### src/rtl/lcd_frame_arb_pkg.sv
// Shared types and constants for the LCD frame-level display arbiter.
// Used by lcd_frame_arb and lcd_rr_pick.
package lcd_frame_arb_pkg;

    localparam int NUM_SRC = 3;
    localparam int RGB_W   = 24;

    typedef enum logic [1:0] {
        IDLE   = 2'd0,
        OWN    = 2'd1,
        SWITCH = 2'd2
    } arb_state_t;

    // Round-robin start index for the search after a one-hot owner.
    function automatic logic [1:0] rr_after(input logic [NUM_SRC-1:0] oh);
        if (oh[0]) return 2'd1;
        if (oh[1]) return 2'd2;
        return 2'd0;
    endfunction

endpackage

### src/rtl/lcd_rr_pick.sv
// Round-robin selector: returns the first set request at or after index ptr,
// wrapping around, as a one-hot vector (all-zero when nothing requests).
module lcd_rr_pick
    import lcd_frame_arb_pkg::*;
(
    input  logic [NUM_SRC-1:0] req,
    input  logic [1:0]         ptr,
    output logic [NUM_SRC-1:0] win
);

    logic [NUM_SRC-1:0] rot;
    logic [NUM_SRC-1:0] rot_win;

    always_comb begin
        // Rotate so that rot[0] is the source at ptr, then fixed priority.
        case (ptr)
            2'd1:    rot = {req[0], req[2], req[1]};
            2'd2:    rot = {req[1], req[0], req[2]};
            default: rot = req;
        endcase

        rot_win = '0;
        if (rot[0])      rot_win = 3'b001;
        else if (rot[1]) rot_win = 3'b010;
        else if (rot[2]) rot_win = 3'b100;

        case (ptr)
            2'd1:    win = {rot_win[1], rot_win[0], rot_win[2]};
            2'd2:    win = {rot_win[0], rot_win[2], rot_win[1]};
            default: win = rot_win;
        endcase
    end

endmodule

### src/rtl/lcd_frame_arb.sv
// Frame-granular arbiter choosing which of three sources drives the LCD.
// Define LCD_FRAME_ARB_BLANK_EN to insert one blank frame between owners.
module lcd_frame_arb
    import lcd_frame_arb_pkg::*;
#(
    parameter int               HOLD_FRAMES = 4,
    parameter int               H_VALID     = 800,
    parameter int               V_VALID     = 480,
    parameter logic [RGB_W-1:0] BLANK_COLOR = 24'h000000
) (
    input  logic               clk_in,
    input  logic               sys_rst_n,
    input  logic               data_req,
    input  logic [9:0]         pix_x,
    input  logic [9:0]         pix_y,
    input  logic [NUM_SRC-1:0] req,
    input  logic [RGB_W-1:0]   src_data0,
    input  logic [RGB_W-1:0]   src_data1,
    input  logic [RGB_W-1:0]   src_data2,
    output logic [NUM_SRC-1:0] grant,
    output logic [RGB_W-1:0]   pix_data,
    output logic               frame_tick,
    output arb_state_t         state_dbg
);

    localparam logic [7:0]  HOLD_SAT = 8'(HOLD_FRAMES);
    localparam logic [10:0] H_LIM    = 11'(H_VALID);
    localparam logic [10:0] V_LIM    = 11'(V_VALID);

    arb_state_t         state, state_n;
    logic [NUM_SRC-1:0] owner, owner_n;
    logic [1:0]         ptr, ptr_n;
    logic [7:0]         hold, hold_n;
    logic [NUM_SRC-1:0] pick;
    logic [NUM_SRC-1:0] grant_n;
    logic [RGB_W-1:0]   pix_n;
    logic               frame_start;
    logic               owner_req;
    logic               in_range;

    // data_req is a one-way strobe with no backpressure: every request in
    // cycle n is answered on pix_data in cycle n+1, nothing is ever stalled.
    assign frame_start = data_req && (pix_x == 10'd0) && (pix_y == 10'd0);
    assign owner_req   = |(req & owner);
    assign grant       = (state == OWN) ? owner : '0;
    assign state_dbg   = state;

    lcd_rr_pick u_pick (
        .req (req),
        .ptr (ptr),
        .win (pick)
    );

    always_comb begin
        state_n = state;
        owner_n = owner;
        ptr_n   = ptr;
        hold_n  = hold;
        if (frame_start) begin
            case (state)
                IDLE: begin
                    if (|pick) begin
                        state_n = OWN;
                        owner_n = pick;
                        ptr_n   = rr_after(pick);
                        hold_n  = 8'd1;
                    end
                end
                OWN: begin
                    // An owner that stopped requesting is released early.
                    if (!owner_req || (hold == HOLD_SAT)) begin
                        if (pick == '0) begin
                            state_n = IDLE;
                            hold_n  = '0;
                        end else if (pick != owner) begin
`ifdef LCD_FRAME_ARB_BLANK_EN
                            state_n = SWITCH;
                            hold_n  = '0;
`else
                            owner_n = pick;
                            ptr_n   = rr_after(pick);
                            hold_n  = 8'd1;
`endif
                        end
                    end else begin
                        hold_n = hold + 8'd1;
                    end
                end
`ifdef LCD_FRAME_ARB_BLANK_EN
                SWITCH: begin
                    if (|pick) begin
                        state_n = OWN;
                        owner_n = pick;
                        ptr_n   = rr_after(pick);
                        hold_n  = 8'd1;
                    end else begin
                        state_n = IDLE;
                    end
                end
`endif
                default: state_n = IDLE;
            endcase
        end
    end

    // The frame-start pixel already belongs to the newly granted owner.
    always_comb begin
        grant_n  = (state_n == OWN) ? owner_n : '0;
        in_range = ({1'b0, pix_x} < H_LIM) && ({1'b0, pix_y} < V_LIM);
        pix_n    = BLANK_COLOR;
        if (data_req && in_range) begin
            case (grant_n)
                3'b001:  pix_n = src_data0;
                3'b010:  pix_n = src_data1;
                3'b100:  pix_n = src_data2;
                default: pix_n = BLANK_COLOR;
            endcase
        end
    end

    always_ff @(posedge clk_in) begin
        if (!sys_rst_n) begin
            state      <= IDLE;
            owner      <= '0;
            ptr        <= '0;
            hold       <= '0;
            pix_data   <= BLANK_COLOR;
            frame_tick <= 1'b0;
        end else begin
            state      <= state_n;
            owner      <= owner_n;
            ptr        <= ptr_n;
            hold       <= hold_n;
            pix_data   <= pix_n;
            frame_tick <= frame_start;
        end
    end

endmodule

### config.mk
export PLATFORM = sky130hd
export DESIGN_NAME = lcd_frame_arb
export DESIGN_NICKNAME = d
export VERILOG_FILES = /design/src/rtl/lcd_frame_arb_pkg.sv /design/src/rtl/lcd_rr_pick.sv /design/src/rtl/lcd_frame_arb.sv
export SDC_FILE = /design/constraint.sdc
export NUM_CORES = 1
export LEC_CHECK = 0
export ABC_AREA = 1
export BUFFER_PORTS_ARGS = -buffer_cell sky130_fd_sc_hd__buf_2
export CELL_PAD_IN_SITES_DETAIL_PLACEMENT = 1
export CELL_PAD_IN_SITES_GLOBAL_PLACEMENT = 1
export CORE_ASPECT_RATIO = 0.8
export CORE_MARGIN = 5
export CORE_UTILIZATION = 31
export CTS_CLUSTER_SIZE = 12
export DETAILED_ROUTE_END_ITERATION = 12
export PLACE_DENSITY = 0.84
export SLEW_MARGIN = 0
export SYNTH_ARGS = -nofsm -noshare
export SYNTH_HDL_FRONTEND = slang
export SYNTH_SLANG_ARGS = --single-unit
### constraint.sdc
create_clock -name clk_in -period 2.8 [get_ports clk_in]
set_input_delay 0.56 -clock clk_in [delete_from_list [all_inputs] [get_ports clk_in]]
set_output_delay 0.56 -clock clk_in [all_outputs]
set_load 0.1 [all_outputs]
# Word-level counts from Yosys, hierarchy flattened
# Index checks and enable logic that the tools add are counted.
[classes] n_addsub=1 magnitude_cmp=2 n_eq_ne=14 muxes=55 bitwise_logic=1 n_reduce_logical=16
[ops] cell="$pmux 24 s3" count=1
[ops] cell="$mux 8" count=4
[ops] cell="$mux 3" count=10
[ops] cell="$mux 2" count=14
[ops] cell="$logic_not 10->1" count=2
[ops] cell="$mux 1" count=20
[ops] cell="$pmux 3 s2" count=3
[ops] cell="$pmux 8 s2" count=1
[ops] cell="$lt 10x10->1 const B" count=1
[ops] cell="$lt 10x9->1 const B" count=1
[ops] cell="$add 8x1->8 const B" count=1
[ops] cell="$eq 8x3->1 const B" count=1
[ops] cell="$pmux 2 s2" count=2
[ops] cell="$eq 2x1->1 const B" count=3
[ops] cell="$reduce_and 6->1" count=1
[ops] cell="$reduce_or 3->1" count=2
[ops] cell="$logic_and 1x1->1" count=4
[ops] cell="$ne 2x1->1 const B" count=2
[ops] cell="$ne 2x2->1 const B" count=2
[ops] cell="$ne 4x2->1 const B" count=1
[ops] cell="$reduce_and 4->1" count=1
[ops] cell="$and 3x3->3" count=1
[ops] cell="$eq 3x1->1 const B" count=1
[ops] cell="$eq 3x2->1 const B" count=1
[ops] cell="other kinds (9)" count=9
[totals] reg_bits=40 inputBits=98 elab_cells=95

# Logic depth before layout (Yosys ltp)
[depth] ltp_word=24 mapped_depth=21

# Hierarchy
# From an unflattened synthesis, not the netlist that was laid out.
[hier_totals] cells_unflattened=430 area_unflattened_um2=3044.2
[by_module_without_submodules] mod="lcd_frame_arb" n_inst=1 cells_per_inst=387 area_each_um2=2842.7 seq_area_each_um2=800.8
[by_module_without_submodules] mod="lcd_rr_pick" n_inst=1 cells_per_inst=43 area_each_um2=201.4 seq_area_each_um2=0.0

# Least setup slack after synthesis
# OpenSTA, ideal clock, no wires.
[synth_timing] path_type="register to output" start="register state[0] (netlist: state_dbg[0])" end="output grant[0]" t_arrival_ps=2859 slack_ps=-619 stages_incl_launch_ff=5 path_cell_list="dfxtp_1 inv_1 nor2_1 clkinv_1 nor2_1"
[synth_between] elab_chain_cells=2
[synth_lines] item="from (decl)" line_no="lcd_frame_arb.sv:30" text="arb_state_t state, state_n;"
[synth_lines] item="from (signal assigned)" line_no="lcd_frame_arb.sv:130" text="state <= state_n;"
[synth_lines] item="$eq 2x1->1" line_no="lcd_frame_arb.sv:45" text="assign grant = (state == OWN) ? owner : '0;"
[synth_lines] item="$mux 3" line_no="lcd_frame_arb.sv:45"
[synth_lines] item="to (decl)" line_no="lcd_frame_arb.sv:20" text="output logic [NUM_SRC-1:0] grant,"
# Every way passes these cells.

# Final worst setup path
[layout_timing] start="register ptr[0]" end="register pix_data[15]"
[layout_between] elab_chain_cells=15 elab_cells_between_ends=27 cone_classes="7 x eq/ne; 18 x mux; 2 x reduce/logical"
[layout_lines] item="from (decl)" line_no="lcd_frame_arb.sv:32" text="logic [1:0] ptr, ptr_n;"
[layout_lines] item="from (signal assigned)" line_no="lcd_frame_arb.sv:132" text="ptr <= ptr_n;"
[layout_lines] item="$eq 2x2->1 / $eq 2x1->1 (equally long branches)" line_no="lcd_rr_pick.sv:16, lcd_rr_pick.sv:27"
[layout_lines] item="$pmux 3 s2" line_no="lcd_rr_pick.sv:16" text="case (ptr)"
[layout_lines] item="$mux 3" line_no="lcd_rr_pick.sv:25" text="else if (rot[2]) rot_win = 3'b100;"
[layout_lines] item="$mux 3" line_no="lcd_rr_pick.sv:24" text="else if (rot[1]) rot_win = 3'b010;"
[layout_lines] item="$mux 3" line_no="lcd_rr_pick.sv:23" text="if (rot[0]) rot_win = 3'b001;"
[layout_lines] item="$pmux 3 s2 *" line_no="lcd_rr_pick.sv:27" text="case (ptr)"
[layout_lines] item="$ne 3x3->1 / $logic_not 3->1 (equally long branches)" line_no="lcd_frame_arb.sv:75, lcd_frame_arb.sv:72"
[layout_lines] item="$mux 3 / $mux 2 (equally long branches)" line_no="lcd_frame_arb.sv:75, lcd_frame_arb.sv:72"
[layout_lines] item="$mux 3 / $mux 2 (equally long branches)" line_no="lcd_frame_arb.sv:72, lcd_frame_arb.sv:71"
[layout_lines] item="$mux 3 / $pmux 2 s2 (equally long branches)" line_no="lcd_frame_arb.sv:71, lcd_frame_arb.sv:60"
[layout_lines] item="$pmux 3 s2 / $mux 2 (equally long branches)" line_no="lcd_frame_arb.sv:60, lcd_frame_arb.sv:59"
[layout_lines] item="$mux 3 / $eq 2x1->1 (equally long branches)" line_no="lcd_frame_arb.sv:59, lcd_frame_arb.sv:108"
[layout_lines] item="$mux 3 *" line_no="lcd_frame_arb.sv:108" text="grant_n = (state_n == OWN) ? owner_n : '0;"
[layout_lines] item="$eq 3x3->1, or another cell as far along" line_no="lcd_frame_arb.sv:112" text="case (grant_n)"
[layout_lines] item="$pmux 24 s3 *" line_no="lcd_frame_arb.sv:112"
[layout_lines] item="to (signal assigned)" line_no="lcd_frame_arb.sv:134" text="pix_data <= pix_n;"
[layout_lines] item="to (decl)" line_no="lcd_frame_arb.sv:21" text="output logic [RGB_W-1:0] pix_data,"
# Mark *: on every way between the ends. The rest lies on a longest branch, timed or not.
# A chain may end at the register's enable or synchronous reset.

==> flow_summary.yaml <==
sta:
  maxSlewHeadroom_pct: 66.51
  worst_clock_skew_ps: 4.997
  slew_violations: 0
  final_setup_violating_endpoints: 0
  min_hold_slack_ps: 509.5
  worst_pin_slew_ps: 505.9
  clock.fmax_mhz: 367.9
  report.final.hold_viol_count: 0
  shortest_clock_period_the_worst_path_allows_after_layout_ps: 2719
  min_period_over_period_pct: 97.09
clock_network:
  clk_transition_reported_paths_ps: 80
  tritoncts: "done"
  clock_sink_count: 40
  cts.hold.buffers_added: 0
  cts.path.max_buffers: 2
  clock_latency_on_the_worst_skew_pair_ps: 300
  clk_root_buffer_cell: "clkbuf_8"
  cts_made_buffers: 5
  h_tree_depth: 2
status:
  run_status: "completed"
critical_path:
  timing.critical_path.from_type: "flip-flop"
  worst_ep_arrival_time_ps: 2950
  setup.worst_path.end_class: "flip-flop"
  timing.critical_path.required_ps: 3030
  worstSetupPathType: "reg -> reg"
  crit_path_max_fanout: 12
min_path:
  timing.hold.worst.class: "reg -> reg"
route:
  route.detailed.drc: 0
  routed_wire_length_per_instance_um: 16.10
  vias: 3422
  drtAntennaViolNets: 0
  drt_pre_antenna_iters: 4
  drt-total-wl_mm: 11.01
  drt-vias-per-instance: 5.003
  initialDrtViolationCount: 164
final_layout:
  layout.cells.most_common: "buf_2"
  fill_cells: 1166
  post_route_cells_drive_above_1_share_pct: 36.71
  area_delta_synth_final_pct: 42.24
  stdcell_count: 684
  antenna_cells: 0
  layout.cells.most_common_list: "buf_2, nand2_1, nand3_1"
  final_nets: 673
  fin_util_pct: 45.20
flow_run:
  max_cap_violations: 0
synthesis:
  netlist_area_mm2: 0.002708
  post_synth.cell_area_avg_um2: 6.268
  yosys_warnings: 0
  synth.net_count: 534
  sequential_element_share_of_the_synthesized_area_pct: 29.57
  synth-seq-cells: 40
  ys_types: 31
  synthesis.instances: 432
place:
  globalplace.congestion: 0.8994
  dp_hpwl_mm: 7.886
  number_of_i_o_port_buffers: 127
  placed_cells_incl_taps: 662
global_route:
  grt_pass1_vias: 3346
  grt_first_pass_wirelength_mm: 15.57
  grt_usage_pct: 17.70
  globalRoute.totalOverflow: 0
  antenna_found_initial: 0
  maximum_number_of_pins_on_one_net_before_global_route_repair: 60
die:
  floorplan.die.height_um: 93.59
  die_w_um: 114.5
  row_count: 30
  starting_density_of_the_core_pct: 31.78
  die_area_mm2: 0.01071
  floorplan.core_area_mm2: 0.008521
  num_io_pins: 128
power:
  cellLeakagePower_uw: 0.001943
  post-layout-total-power_uw: 1171
  power.density_cell_area_mw_per_mm2: 304.1
  vdd_drop_max_uv: 167.5
[area by class of cell]
type                            count  area, um^2  area share (%)
Clock buffer                        6       72.57           1.884
Clock inverter                      2       35.03          0.9097
Inverter                           53       198.9           5.166
Multi-Input combinational cell    321        1692           43.92
Sequential cell                    40       803.3           20.86
Tap cell                          112       140.1           3.639
Timing Repair Buffer              150       909.6           23.62
[metal layers]
| layer | vias to the layer above | share of wire, % | track usage (%) |
|---|---|---|---|
| met5 | - | 0 | 0 |
| met3 | 10 | 5.1 | 2.458 |
| met1 | 1625 | 44 | 22.22 |
| met4 | 0 | 1.1 | 4.253 |
| met2 | 106 | 50 | 31.78 |
| li1 | 1681 | - | - |
[sequential cells by signal (all words and copies together), names as in the netlist]
signal      count
ptr             2
hold            8
owner           3
frame_tick      1
state_dbg       2
pix_data       24
[where the power goes]
group	internal, uW	switching, uW
clock network	265	216
registers	568	0.0000712
logic	62.4	59.5
[synth_stat cells]
library cell  count  area [um^2]
a211oi_1          1        7.510
a21oi_1          13        65.06
a21oi_4           1        16.27
and2_1            1        6.260
buf_2            11        55.05
buf_6             1        11.26
clkbuf_1          6        22.52
clkinv_1          1        3.750
dfxtp_1          40        800.8
ha_1              4        50.05
inv_1            46        172.7
inv_2             6        22.52
nand2_1          90        337.8
nand2_2          11        68.82
nand3_1          81        405.4
nand3_2           2        20.02
nand3b_1          3        22.52
nand3b_4          1        20.02
nand4_1          21        131.4
nor2_1           54        202.7
nor2_2           11        68.82
nor2_4            3        33.78
nor3_1            6        30.03
nor4_1            2        12.51
o211ai_1          1        7.510
o21ai_0           4        20.02
o311a_1           1        10.01
or2_1             1        6.260
or2_2             1        6.260
xnor2_1           2        17.52
xor2_1            6        52.55
[final timing paths]
check	start	to	slack, ps	cells after the start
hold reg to reg	hold[7]$_SDFFE_PN0P_	hold[7]$_SDFFE_PN0P_	510	2
hold / removal	hold[7]$_SDFFE_PN0P_	hold[7]$_SDFFE_PN0P_	510	2
setup / recovery	ptr[0]$_SDFFE_PN0P_	pix_data[15]$_SDFF_PN0_	80	19
setup reg to reg	ptr[0]$_SDFFE_PN0P_	pix_data[15]$_SDFF_PN0_	80	19
[repair_timing]
action	4_1_cts	5_1_grt
resized for setup	0	19
setup buffers	0	9
endpoints found under the setup margin	0	33
[metrics by stage]
step / TNS [ps] / worst slack (ps) / area (um^2)
final: 0 / 81.50 / 3851
after global routing: -1382 / -121.3 / 3851
after CTS: 0 / 48.34 / 3607
after detailed placement: 0 / 24.75 / 3500
after global placement: 0 / 105.6 / 3500
after floorplan: -584.4 / -194.8 / 2715
[critical path, cell delays in order, from the launching register on]
cell     delay (ps)
dfxtp_2         340
inv_1            60
ha_4            300
inv_2            60
or2_1           220
nand2_2         110
nand4_1         110
nand2_1         110
nand2_2          90
nand2_1          90
nand2_1          50
nand2_1          90
nand2_2         100
inv_2            70
nand2_2          60
nor2_4          250
nand2_1         130
nand3_2         150
nand2_8         110
nor2_2          140
[logic make-up after synthesis]
group | after synthesis | synth area share, %
xor gates and xnor gates | 8 | 2.588
and+or+nand+nor | 288 | 50.69
adders and majority gates | 4 | 1.849
buffers and inverters | 71 | 10.63
AOI/OAI and AO/OA | 21 | 4.668
DFF | 40 | 29.57
Note: power is estimated with default switching activity, not from simulation.
